**config.mk**
```make
export PLATFORM = sky130hd
export DESIGN_NAME = note_envelope_controller
export DESIGN_NICKNAME = d
export VERILOG_FILES = /design/src/rtl/note_envelope_controller.sv
export SDC_FILE = /design/constraint.sdc
export NUM_CORES = 1
export LEC_CHECK = 0
export BUFFER_PORTS_ARGS = -buffer_cell sky130_fd_sc_hd__buf_2
export CAP_MARGIN = 15
export CORE_MARGIN = 4
export CORE_UTILIZATION = 35
export CTS_BUF_LIST = sky130_fd_sc_hd__clkbuf_4
export DETAILED_ROUTE_END_ITERATION = 10
export HOLD_SLACK_MARGIN = 0.1
export PLACE_DENSITY_LB_ADDON = 0.25
export SLEW_MARGIN = 20
export SYNTH_ARGS = -nofsm -noshare
export SYNTH_HDL_FRONTEND = slang
export SYNTH_SLANG_ARGS = --single-unit
```
**constraint.sdc**
```tcl
create_clock -name clk -period 2.39 [get_ports clk]
set_clock_uncertainty 0.05 [all_clocks]
set_input_delay 0.239 -clock clk [delete_from_list [all_inputs] [get_ports clk]]
set_output_delay 0.239 -clock clk [all_outputs]
set_load 0.05 [all_outputs]
```
**src/rtl/note_envelope_controller.sv**
```systemverilog
// note_envelope_controller
//   Monophonic keyboard envelope generator. The lowest-index pressed key is
//   the sounding key. Volume ramps up by ATTACK_STEP on each envelope tick,
//   holds at full scale while the key is held, then ramps down by
//   RELEASE_STEP on each tick after the last key is released. A key change
//   while sounding retunes the note without touching the envelope (legato).
//
// Ports
//   clk        : sole clock, rising edge
//   rst        : synchronous active-high reset
//   keys[6:0]  : key levels, already synchronized (bit0=A .. bit6=J), 1=pressed
//   note[3:0]  : index of the current or last sounding key, 0..6
//   volume[7:0]: envelope amplitude, 0..255
//   key_active : one-hot bit of the sounding key, zero when no key is held
//   busy       : high whenever the envelope is not idle
module note_envelope_controller #(
  parameter int TICK_DIV     = 50000,
  parameter int ATTACK_STEP  = 16,
  parameter int RELEASE_STEP = 8
) (
  input  logic       clk,
  input  logic       rst,
  input  logic [6:0] keys,
  output logic [3:0] note,
  output logic [7:0] volume,
  output logic [6:0] key_active,
  output logic       busy
);

  localparam int CW = (TICK_DIV > 2) ? $clog2(TICK_DIV) : 1;

  typedef enum logic [1:0] {
    IDLE    = 2'd0,
    ATTACK  = 2'd1,
    SUSTAIN = 2'd2,
    RELEASE = 2'd3
  } state_t;

  state_t        state, state_nxt;
  logic [CW-1:0] tick_cnt;
  logic          tick;
  logic [3:0]    winner;
  logic          any_key;
  logic [3:0]    note_nxt;
  logic [7:0]    volume_nxt;
  logic [6:0]    key_active_nxt;

  // Attack ramp, saturating at full scale.
  function automatic logic [7:0] sat_add(input logic [7:0] v);
    logic signed [9:0] s;
    s = $signed({2'b00, v}) + $signed(10'(ATTACK_STEP));
    sat_add = (s > 10'sd255) ? 8'd255 : s[7:0];
  endfunction

  // Release ramp, saturating at silence.
  function automatic logic [7:0] sat_sub(input logic [7:0] v);
    logic signed [9:0] s;
    s = $signed({2'b00, v}) - $signed(10'(RELEASE_STEP));
    sat_sub = (s < 10'sd0) ? 8'd0 : s[7:0];
  endfunction

  // Free-running envelope time base; never resynchronized by key activity.
  assign tick = (tick_cnt == CW'(TICK_DIV - 1));

  always_ff @(posedge clk) begin
    if (rst || tick) tick_cnt <= '0;
    else             tick_cnt <= tick_cnt + 1'b1;
  end

  // Lowest-index pressed key wins; scan from the top so bit 0 overrides.
  always_comb begin
    winner = 4'd0;
    for (int i = 6; i >= 0; i--) begin
      if (keys[i]) winner = 4'(i);
    end
  end

  assign any_key = |keys;

  always_comb begin
    state_nxt      = state;
    note_nxt       = note;
    volume_nxt     = volume;
    key_active_nxt = key_active;
    case (state)
      IDLE: begin
        volume_nxt     = 8'd0;
        key_active_nxt = 7'd0;
        if (any_key) begin
          note_nxt       = winner;
          key_active_nxt = 7'd1 << winner[2:0];
          state_nxt      = ATTACK;
        end
      end
      ATTACK, SUSTAIN: begin
        if (state == SUSTAIN) volume_nxt = 8'd255;
        if (!any_key) begin
          // Release wins over a coincident tick.
          key_active_nxt = 7'd0;
          state_nxt      = RELEASE;
        end else if (winner != note) begin
          // Legato retune: envelope untouched on this edge.
          note_nxt       = winner;
          key_active_nxt = 7'd1 << winner[2:0];
        end else if (state == ATTACK && tick) begin
          volume_nxt = sat_add(volume);
          if (volume_nxt == 8'd255) state_nxt = SUSTAIN;
        end
      end
      RELEASE: begin
        key_active_nxt = 7'd0;
        if (any_key) begin
          // Re-attack from the current level; the press wins over a tick.
          note_nxt       = winner;
          key_active_nxt = 7'd1 << winner[2:0];
          state_nxt      = ATTACK;
        end else if (tick) begin
          volume_nxt = sat_sub(volume);
          if (volume_nxt == 8'd0) state_nxt = IDLE;
        end
      end
      default: state_nxt = IDLE;
    endcase
  end

  always_ff @(posedge clk) begin
    if (rst) begin
      state      <= IDLE;
      note       <= 4'd0;
      volume     <= 8'd0;
      key_active <= 7'd0;
      busy       <= 1'b0;
    end else begin
      state      <= state_nxt;
      note       <= note_nxt;
      volume     <= volume_nxt;
      key_active <= key_active_nxt;
      busy       <= (state_nxt != IDLE);
    end
  end

endmodule

```
---- Word level (Yosys, flattened, before mapping) ----
Cells that the tools add are included.
word-level totals
  word-level logic and storage cells ...... 67
  output and inout port bits .............. 20
  register bits after elaboration ......... 38
operators by class
  reductions and logical operators ........ 10
  shift-type cells ........................ 1
  mux-type cells .......................... 33
  add/sub/neg operators ................... 3
  $lt $le $gt $ge ......................... 2
  equality and inequality tests ........... 12
operators by type and width
  operator                                                                          count
  8-bit two-way mux                                                                 8
  4-bit two-way mux                                                                 9
  8-bit one-hot mux with 3 select lines                                             1
  7-bit two-way mux                                                                 3
  16-bit by 1-bit adder with 16-bit output (second input constant)                  1
  16-bit equality test (second input constant)                                      1
  2-bit two-way mux                                                                 8
  7-bit one-hot mux with 2 select lines                                             1
  8-bit by 5-bit adder with 9-bit output (second input constant)                    1
  9-bit by 8-bit greater-than comparator with 1-bit output (second input constant)  1
  9-bit by 1-bit < comparator with 1-bit output (second input constant)             1
  8-bit by 4-bit subtractor with 9-bit output (second input constant)               1
  8-bit equality test (second input constant)                                       1
  8-bit zero test                                                                   1
  2-bit inequality test (second input constant)                                     4
  4-bit one-hot mux with 2 select lines                                             1
  7-bit OR reduction                                                                1
  1-bit by 3-bit << shifter with 7-bit output (first input constant)                1
  2-bit one-hot mux with 3 select lines                                             1
  2-bit equality test (second input constant)                                       2
  4-bit inequality test                                                             1
  2-bit OR reduction                                                                2
  3-bit two-way mux                                                                 1
  3-bit inequality test (second input constant)                                     1
  8 further kinds                                                                   8

---- Depth between registers and ports, before layout ----
Gate-level depths: netlist of run 1.
  word-level depth ........................ 12
  gate-level depth with buffers ........... 9
  depth with buffers taken out ............ 9

---- Worst setup path after synthesis of run 1 ----
OpenSTA, ideal clock, no wires.
  path kind ............................... register to register
  from .................................... reg volume[4]
  to ...................................... reg busy
  library setup time ...................... 0.120 ns
  data required time ...................... 2.220 ns
  clock period less this slack ............ 2.538 ns
  stages on the path, launching flop included .. 10
  slack ................................... -0.148 ns
  arrival ................................. 2.368 ns
  cells stage by stage .................... dfxtp_1 inv_1 ha_1 a21boi_0 nand2_1 a22oi_1 a211oi_1 a211oi_1 a211oi_2 or2_1
between the ends
  cells in the longest elaborated chain, start to end .. 10
  elaborated cells between the ends (all ways) .. 17
  those cells by class .................... add/sub (2); order compare (2); eq/ne (1); mux (10); reduce/logical (2)
ends and longest elaborated chain
  what                                                      line  source
  start, declared                                           25    output logic [7:0] volume,
  start signal, assigned                                    136   volume <= volume_nxt;
  8-bit by 5-bit adder with 9-bit output                    51    s = $signed({2'b00, v}) + $signed(10'(ATTACK_STEP));
  9-bit by 8-bit greater-than comparator with 1-bit output  52    sat_add = (s > 10'sd255) ? 8'd255 : s[7:0];
  8-bit two-way mux                                         52
  8-bit equality test                                       107   if (volume_nxt == 8'd255) state_nxt = SUSTAIN;
  2-bit two-way mux                                         107
  2-bit two-way mux                                         105   end else if (state == ATTACK && tick) begin
  2-bit two-way mux                                         101   end else if (winner != note) begin
  2-bit two-way mux                                         97    if (!any_key) begin
  2-bit one-hot mux with 3 select lines (*)                 85    case (state)
  2-bit nonzero test (*)                                    138   busy <= (state_nxt != IDLE);
  end signal, assigned                                      138
  end, declared                                             27    output logic busy
Mark *: on every way between the ends. The rest lies on a longest branch, timed or not.
A chain may end at the register's enable or synchronous reset.

---- Worst setup path in the final report of run 1 ----
  from .................................... reg tick_cnt[4]
  to ...................................... reg volume[1]
between the ends
  cells in the longest elaborated chain, start to end .. 6
  elaborated cells between the ends (all ways) .. 8
  those cells by class .................... eq/ne (2); mux (4); reduce/logical (2)
ends and longest elaborated chain
  what                                   line  source
  start, declared                        40    logic [CW-1:0] tick_cnt;
  start signal, assigned                 67    else tick_cnt <= tick_cnt + 1'b1;
  16-bit equality test (*)               63    assign tick = (tick_cnt == CW'(TICK_DIV - 1));
  1-bit logical AND                      105
  8-bit two-way mux                      105
  8-bit two-way mux                      101
  8-bit two-way mux                      97
  8-bit one-hot mux with 3 select lines  85
Marks and branches as above.

==> flow_metrics.tcl, run 1 <==
set metrics [dict create \
    critPathMaxStageDelay_ns 0.62 \
    layout_common_cells "nor2_1, buf_4, dfxtp_1" \
    required_ns 2.56 \
    grt_first_pass_wirelength_um 9630 \
    wl_um 5710 \
    yosys_warnings 0 \
    antennaDiodeCount 0 \
    p_per_area_nw_per_um2 681 \
    hold_path_depth 4 \
    grt_pass1_vias 2135 \
    arrival_ns 2.51 \
    status "finished clean" \
    maxCapViolCount 0 \
    std_cell_rows 29 \
    synth_seq_area_share_pct 32.7 \
    core_um2 6310 \
    cp_cell_sequence "or4b_1, or4_1, nor2_4, nand2_1, a21o_1, nand2_1, a221oi_2" \
    instances_no_fill 418 \
    cp_common_cell "nand2_1" \
    placed_cells 407 \
    cp-end-kind "register" \
    p_leak_nw 1.21 \
    synth.area.top_cells "dfxtp_1, nor2_1, ha_1" \
    r2r_slack_ns 0.06 \
    preCtsSetupSlack_ns -0.0102 \
    drc 0 \
    path_delay_family "simple AND/OR/NAND/NOR gates" \
    timing.critical_path.from "tick_cnt[4]" \
    worstHoldPathType "in2reg" \
    path_clk_slew_ns 0.14 \
    cts_buffers 5 \
    hold_violations 0 \
    overflow 0 \
    slew_headroom_pct 60.2 \
    area_growth_pct 27.6 \
    drt_iter0_drc 118 \
    worstHoldStart "rst" \
    synthDistinctLibCells 59 \
    cpMaxStageDelayCell "or4_1" \
    period_needed_ns 2.33 \
    layout-drive-gt1-share_pct 30.5 \
    reg2reg_from "tick_cnt[4]" \
    regArea_um2 748 \
    fin_crit_sh_pct 97.6 \
    tightest_slew_ns 0.597 \
    cts.sinks 37 \
    grt_setup_unrepaired "yes" \
    worstHoldEndpoint "volume[6]" \
    syn_nets 301 \
    finalNetCount 360 \
    dieHeight_um 88.5 \
    finalSetupViolations 0 \
    peakVddDrop_mv 0.340 \
    dp_hpwl_um 4270 \
    drt-wirelength-per-cell_um 13.7 \
    r2r_end "volume[1]" \
    layout_commonest_cell "nor2_1" \
    fmax_mhz 429 \
    crit_cells 7 \
    synthFlopType "dfxtp_1" \
    setup_ws_ns 0.0568 \
    cts_max_level 2 \
    start_util_pct 35.9 \
    worstPathMaxFanout 4 \
    fin_util_pct 45.8 \
    synth_edf_count 0 \
    synth_cells 281 \
    antenna_found_initial 0 \
    cts_buffer_depth 2 \
    ant_nets 0 \
    startpoint_type "register" \
    dieArea_um2 7830 \
    num-fill-cells 642 \
    cts_tree "built" \
    synth_largest_area_cell "dfxtp_1" \
    multi_input_area_um2 1540 \
    ys_seq_elements 37 \
    routabilityCongestion 0.900 \
    io_pins 29 \
    drv_slew 0 \
    clk_latency_ns 0.36 \
    reg2reg_depth 7 \
    synth.avg_cell_area_um2 8.06 \
    grt_max_degree 23 \
    drt-vias-per-instance 5.30 \
    synth_top_area_share_pct 32.7 \
    synthArstFlopShare_pct 0 \
    first_pass_iters 4 \
    crit_type "reg2reg" \
    vias 2214 \
    clockRootBuffer "clkbuf_4" \
    track_usage_pct 15.5 \
    critPathBufInv 0 \
    port_buffers 27 \
    synth_area_um2 2270 \
    die_x_um 88.5 \
]
worst min-delay path, cell delays in order:
cell	delay, ns
buf_2	0.10
nor2b_1	0.07
o2111ai_1	0.08
o21ai_0	0.07
layout make-up:
type | count | area share, %
timing repair buffer | 63 | 14.0
tap | 77 | 3.33
multi-input combinational | 222 | 53.3
sequential | 37 | 25.9
clock buffer | 5 | 1.30
clock inverter | 3 | 0.736
inverter | 11 | 1.43
report_power, final:
group | switching [mW] | internal [mW] | leakage (nW)
Combinational | 0.557 | 0.332 | 0.871
Clock | 0.248 | 0.117 | 0.0316
Sequential | 0.0487 | 0.667 | 0.304
cells in the mapped netlist, types with 2 or more instances:
master and count:
nor2_1 42, dfxtp_1 37, nand2_1 28, a21oi_1 18, ha_1 11, inv_1 11
nand3_1 11, o21ai_0 11, xor2_1 10, nor3_1 9, clkbuf_1 8, xnor2_1 8
nand4_1 5, a211oi_1 4, a41o_1 4, nand2b_1 4, and3_1 3, mux2i_1 3
or3_1 3, or4_1 3, a221oi_1 2, a22o_1 2, a22oi_1 2, a31oi_1 2
buf_2 2, nand4b_1 2, nor2_2 2, nor2b_1 2, or4bb_1 2
logic make-up after synthesis:
kind of cell	count (synthesis)	share of synthesized area (%)
compound gates	57	17.9
fa+ha+maj	11	6.07
other cells	1	0.165
xor+xnor	18	6.96
simple gates	130	30.0
mux	5	2.32
buf+inv	22	3.92
flops	37	32.7
flip-flops by register name, indices dropped and copies added (netlist names):
register and flops:
busy 1, key_active 7, note 3, state 2, tick_cnt 16, volume 8
how the worst max path moves through the flow:
stage	to	slack [ns]
after floorplan	key_active[5]	0.06
after global placement	volume[2]	0.04
after detailed placement	volume[1]	-0.01
after CTS	volume[7]	0.02
after global routing	volume[1]	-0.02
final	volume[1]	0.06
repair_timing:
| action | CTS | global route |
|---|---|---|
| setup buffers | 0 | 3 |
| hold buffers | 0 | 0 |
| gates resized for setup | 0 | 27 |
| endpoints found under the hold margin | 0 | 0 |
| setup endpoints to repair | 0 | 9 |
routing by layer:
metal,part of all wire [%],track usage [%],vias up
met1,46,20.2,1039
met4,1.5,4.81,0
met2,49,25.3,43
met3,3.7,4.10,8
li1,-,-,1124
met5,0,0,-
through the flow:
| step | TNS (ns) | power [mW] | cell area, um2 | hold WS [ns] |
|---|---|---|---|---|
| global placement | 0 | 1.56 | 2710 | 0.383 |
| finish | 0 | 1.97 | 2890 | 0.198 |
| detailed placement | -0.0132 | 1.56 | 2710 | 0.396 |
| global route | -0.0561 | 2.10 | 2890 | 0.209 |
| floorplan | 0 | 1.30 | 2270 | 0.329 |
| CTS | 0 | 1.93 | 2760 | 0.174 |
(Power assumes the default switching activity.)
==> run 2, diff against run 1 <==
--- a/config.mk
+++ b/config.mk
@@ -12,7 +12,6 @@
 export CTS_BUF_LIST = sky130_fd_sc_hd__clkbuf_4
 export DETAILED_ROUTE_END_ITERATION = 10
 export HOLD_SLACK_MARGIN = 0.1
-export PLACE_DENSITY_LB_ADDON = 0.25
 export SLEW_MARGIN = 20
 export SYNTH_ARGS = -nofsm -noshare
 export SYNTH_HDL_FRONTEND = slang
==> run 2 against run 1 <==
Sequential share of layout area up 0.54 points. Die area unchanged. Utilization fell by 1.1 points. Clock power down 3%. Critical path depth up 1. Non-clock buffer count down 5. Register-to-register slack better by 0.04 ns. Cell area shrank 2.4%. Combinational power is 2.5% lower. Critical endpoint is now busy. Largest power group unchanged.
==> flow_metrics.tcl, run 2 (same netlist as run 1, synthesis figures left out) <==
set metrics [dict create \
    status "finished clean" \
    track_usage_pct 15.1 \
    drt-vias-per-instance 5.23 \
    endpoint "busy" \
    setup-tns-final_ns 0 \
    maxCapViolCount 0 \
    io_pins 29 \
    reg2reg_from "tick_cnt[10]" \
    layout_common_cells "nor2_1, dfxtp_1, buf_4" \
    worstPathMaxFanout 4 \
    cts_buffers 5 \
    grt_setup_unrepaired "yes" \
    p_sw_share_pct 43.2 \
    first_pass_iters 4 \
    start_util_pct 35.9 \
    finalSetupViolations 0 \
    wl_met3_um 212 \
    fin_util_pct 44.7 \
    power_mw 1.94 \
    grt_max_degree 24 \
    port_buffers 27 \
    layout_commonest_cell "nor2_1" \
    timing.critical_path.from "tick_cnt[10]" \
    dpl_cell_area_um2 2680 \
    layout-drive-gt1-share_pct 28.0 \
    arrival_ns 2.50 \
    vias 2161 \
    finalNetCount 355 \
    drt_iter0_drc 132 \
    p_leak_nw 1.18 \
    period_needed_ns 2.29 \
    regArea_um2 746 \
    dp_hpwl_um 4170 \
    cts_buffer_depth 2 \
    peakVddDrop_mv 0.362 \
    reg_top3 "tick_cnt x16, volume x8, key_active x7" \
    overflow 0 \
    drt-wirelength-per-cell_um 13.9 \
    clockRootBuffer "clkbuf_4" \
    p_clk_share_pct 18.3 \
    cts.sinks 37 \
    cp_common_cell "nand2_1" \
    routabilityCongestion 0.941 \
    core_um2 6310 \
    wl_met2_um 2770 \
    die_x_um 88.5 \
    whs_ns 0.217 \
    area_growth_pct 24.6 \
    dieArea_um2 7830 \
    slew_headroom_pct 59.7 \
    grt_first_pass_wirelength_um 9450 \
    dieHeight_um 88.5 \
    internal_power_mw 1.10 \
    final_area_um2 2820 \
    reg2reg_depth 8 \
    p_switching_uw 836 \
    ant_nets 0 \
    pwr-share-comb_pct 44.8 \
    fin_crit_sh_pct 95.8 \
    wl_um 5740 \
    largest_register_ffs 16 \
    highest_layer "met4" \
    cp-end-kind "register" \
    r2r_slack_ns 0.10 \
    cts_tree "built" \
    cp_cell_sequence "or4bb_4, nor4_4, buf_4, nand2_1, nor2_2, nand2_1, a22o_1, or2_1" \
    path_clk_slew_ns 0.13 \
    wl_met1_um 2650 \
    num-fill-cells 646 \
    cpMaxStageDelayCell "or4bb_4" \
    required_ns 2.60 \
    drc 0 \
    p_per_area_nw_per_um2 686 \
    antenna_found_initial 0 \
    hold_violations 0 \
    clk_latency_ns 0.36 \
    critPathMaxStageDelay_ns 0.56 \
    worstHoldPathType "in2reg" \
    antennaDiodeCount 0 \
    grt_pass1_vias 2085 \
    tightest_slew_ns 0.604 \
    multi_input_area_um2 1510 \
    cts_max_level 2 \
    std_cell_rows 29 \
    r2r_end "busy" \
    drv_slew 0 \
    fmax_mhz 437 \
    startpoint_type "register" \
    crit_type "reg2reg" \
    power_frac_seq_pct 36.9 \
    largest-register "tick_cnt" \
]
## run 2: cell type report
cell class / instances / share of cell area (%)
Multi-Input combinational cell: 222 / 53.4
Inverter: 11 / 1.46
Clock inverter: 3 / 0.798
Sequential cell: 37 / 26.4
Tap cell: 77 / 3.41
Timing Repair Buffer: 58 / 13.2
Clock buffer: 5 / 1.33
## run 2: per-stage QoR
stage                     setup WS, ns  std cells
final                            0.102        413
after global routing           -0.0275        413
after floorplan                 0.0627        281
after detailed placement       -0.0484        403
after CTS                     -0.00282        411
after global placement          0.0309        403
## run 2: how the worst min path moves through the flow
stage,start,to,cells after the start
finish,keys[1],key_active[1],4
global route,keys[0],key_active[0],4
CTS,keys[0],key_active[1],4
detailed placement,tick_cnt[0],tick_cnt[0],1
global placement,tick_cnt[0],tick_cnt[0],1
floorplan,keys[0],key_active[0],2
## run 2: worst max-delay path, delay by kind of cell, from the launching register on
family,cells,cell delay (ns)
AOI/OAI and AO/OA,1,0.22
and+or+nand+nor,6,1.40
buffers and inverters,1,0.17
DFF,1,0.36
## run 2: layer usage
layer	track usage [%]	vias up
met4	5.22	0
met5	0	-
met2	24.3	42
met3	2.98	9
li1	-	1112
met1	20.3	998
## run 2: power groups by stage
stage | registers [mW] | logic [mW] | clock network, mW
6_report | 0.715 | 0.867 | 0.355
5_1_grt | 0.723 | 0.957 | 0.395
4_1_cts | 0.715 | 0.827 | 0.368
3_5_place_dp | 0.729 | 0.821 | 0
3_3_place_gp | 0.729 | 0.826 | 0
2_1_floorplan | 0.826 | 0.470 | 0
## run 2: timing repair
action                                  4_1_cts  5_1_grt
hold endpoints to repair                      0        0
endpoints found under the setup margin        1        9
buffers inserted                              0        2
pin swaps                                     0        4
gates resized for setup                       2       19
hold buffers                                  0        0
==> run 3, diff against run 2 <==
==> constraint.sdc (replaced) <==
create_clock -name clk -period 2.8 [get_ports clk]
set_clock_uncertainty 0.05 [all_clocks]
set_input_delay 0.28 -clock clk [delete_from_list [all_inputs] [get_ports clk]]
set_output_delay 0.28 -clock clk [all_outputs]
set_load 0.05 [all_outputs]
==> run 3 against run 2 <==
Flip-flop and latch count unchanged. Final cell count shrank 5.6%. Total power fell by 15%. Largest power group unchanged. Critical endpoint is now volume[2]. Largest cell class unchanged. Sequential share of layout area rose by 2.1 points.
==> flow_metrics.tcl, run 3 (same netlist as run 1, synthesis figures left out) <==
set metrics [dict create \
    largest-register "tick_cnt" \
    hold_violations 0 \
    first_pass_iters 4 \
    drt-vias-per-instance 5.31 \
    cts_setup_buffers 0 \
    p_sw_share_pct 40.7 \
    worstPathMaxFanout 8 \
    reg_top3 "tick_cnt x16, volume x8, key_active x7" \
    antenna_found_initial 0 \
    status "finished clean" \
    grt_first_pass_wirelength_um 9490 \
    power_frac_seq_pct 37.1 \
    overflow 0 \
    dp_hpwl_um 3870 \
    critPathMaxStageDelay_ns 0.56 \
    dieArea_um2 7830 \
    cts_buffers 5 \
    slew_headroom_pct 64.7 \
    placed_cells 382 \
    grt_pass1_vias 2075 \
    clk_latency_ns 0.34 \
    clockRootBuffer "clkbuf_4" \
    cpMaxStageDelayCell "or4b_1" \
    antennaDiodeCount 0 \
    instances_no_fill 390 \
    crit_type "reg2reg" \
    setup_ws_ns 0.326 \
    fin_crit_sh_pct 88.3 \
    p_clk_share_pct 23.1 \
    path_clk_slew_ns 0.12 \
    cts_tree "built" \
    critPathBufInv 0 \
    area_growth_pct 14.5 \
    track_usage_pct 15.0 \
    layout_commonest_cell "nor2_1" \
    std_cell_rows 29 \
    fmax_mhz 404 \
    arrival_ns 2.66 \
    peakVddDrop_mv 0.270 \
    drt_iter0_drc 229 \
    path_delay_family "simple AND/OR/NAND/NOR gates" \
    ant_nets 0 \
    port_buffers 27 \
    cts_buffer_depth 2 \
    hold_buffers 0 \
    regArea_um2 741 \
    cp_cell_sequence "or4b_1, nor4_2, nand2_1, nand4b_4, mux2_1, nand3_1, a221oi_1" \
    wl_um 5330 \
    grt_max_degree 24 \
    setup-tns-final_ns 0 \
    io_pins 29 \
    required_ns 2.99 \
    largest_register_ffs 16 \
    finalNetCount 332 \
    internal_power_uw 973 \
    cts_max_level 2 \
    p_switching_uw 668 \
    routabilityCongestion 0.874 \
    power_mw 1.64 \
    whs_ns 0.188 \
    drv_slew 0 \
    pwr-share-comb_pct 39.7 \
    die_x_um 88.5 \
    layout_common_cells "nor2_1, dfxtp_1, nand2_1" \
    period_needed_ns 2.47 \
    grt_setup_unrepaired "no" \
    p_per_area_nw_per_um2 633 \
    core_um2 6310 \
    p_leak_nw 1.04 \
    maxCapViolCount 0 \
    cp-end-kind "register" \
    startpoint_type "register" \
    preCtsSetupSlack_ns 0.205 \
    num-fill-cells 657 \
    cts-resized-gates 0 \
    finalSetupViolations 0 \
    worstHoldPathType "in2reg" \
    multi_input_area_um2 1440 \
    start_util_pct 35.9 \
    layout-drive-gt1-share_pct 17.3 \
    drc 0 \
    drt-wirelength-per-cell_um 13.7 \
    tightest_slew_ns 0.529 \
    vias 2069 \
    dieHeight_um 88.5 \
    cts.sinks 37 \
]
-- run 3: cell count changes in the layout (fill, tap and decap cells not counted), sizes merged --
cell and delta:
clkinvlp +1, buf -23, clkinv -2, bufinv +1
-- run 3: worst register-to-register path: stages, from the launching register on --
cell,delay (ns)
dfxtp_1,0.36
or4b_1,0.56
nor4_2,0.33
nand2_1,0.14
nand4b_4,0.27
mux2_1,0.29
nand3_1,0.10
a221oi_1,0.29
-- run 3: path summary, 6_finish.rpt --
check | end | depth (start not counted) | slack (ns) | from
hold reg to reg | key_active[3] | 2 | 0.41 | key_active[3]
hold / removal | key_active[0] | 3 | 0.19 | keys[0]
setup reg to reg | volume[2] | 7 | 0.33 | tick_cnt[4]
setup / recovery | volume[2] | 7 | 0.33 | tick_cnt[4]
-- run 3: area by class of cell --
class | instances | share of cell area, %
Multi-Input combinational cell | 222 | 55.4
Sequential cell | 37 | 28.6
Timing Repair Buffer | 35 | 7.53
Tap cell | 77 | 3.71
Clock inverter | 3 | 1.78
Inverter | 11 | 1.59
Clock buffer | 5 | 1.45
-- run 3: per-layer routing --
metal / vias to the layer above / track usage [%] / wire [um]
met5: - / 0 / 0
li1: 1058 / - / -
met1: 955 / 20.2 / 2550
met3: 6 / 2.89 / 244
met4: 0 / 5.08 / 56
met2: 50 / 23.9 / 2490
-- run 3: per-stage QoR --
stage | utilization, % | area [um2]
2_1_floorplan | - | 2270
3_3_place_gp | 39.8 | 2510
3_5_place_dp | 39.8 | 2510
4_1_cts | 41.1 | 2590
5_1_grt | 41.1 | 2590
6_report | 41.1 | 2590
-- run 3: power by group through the flow --
stage	combinational (mW)	clock, mW	sequential [mW]
CTS	0.649	0.399	0.610
finish	0.652	0.380	0.610
detailed placement	0.646	0	0.622
global route	0.732	0.422	0.616
floorplan	0.401	0	0.704
global placement	0.646	0	0.621
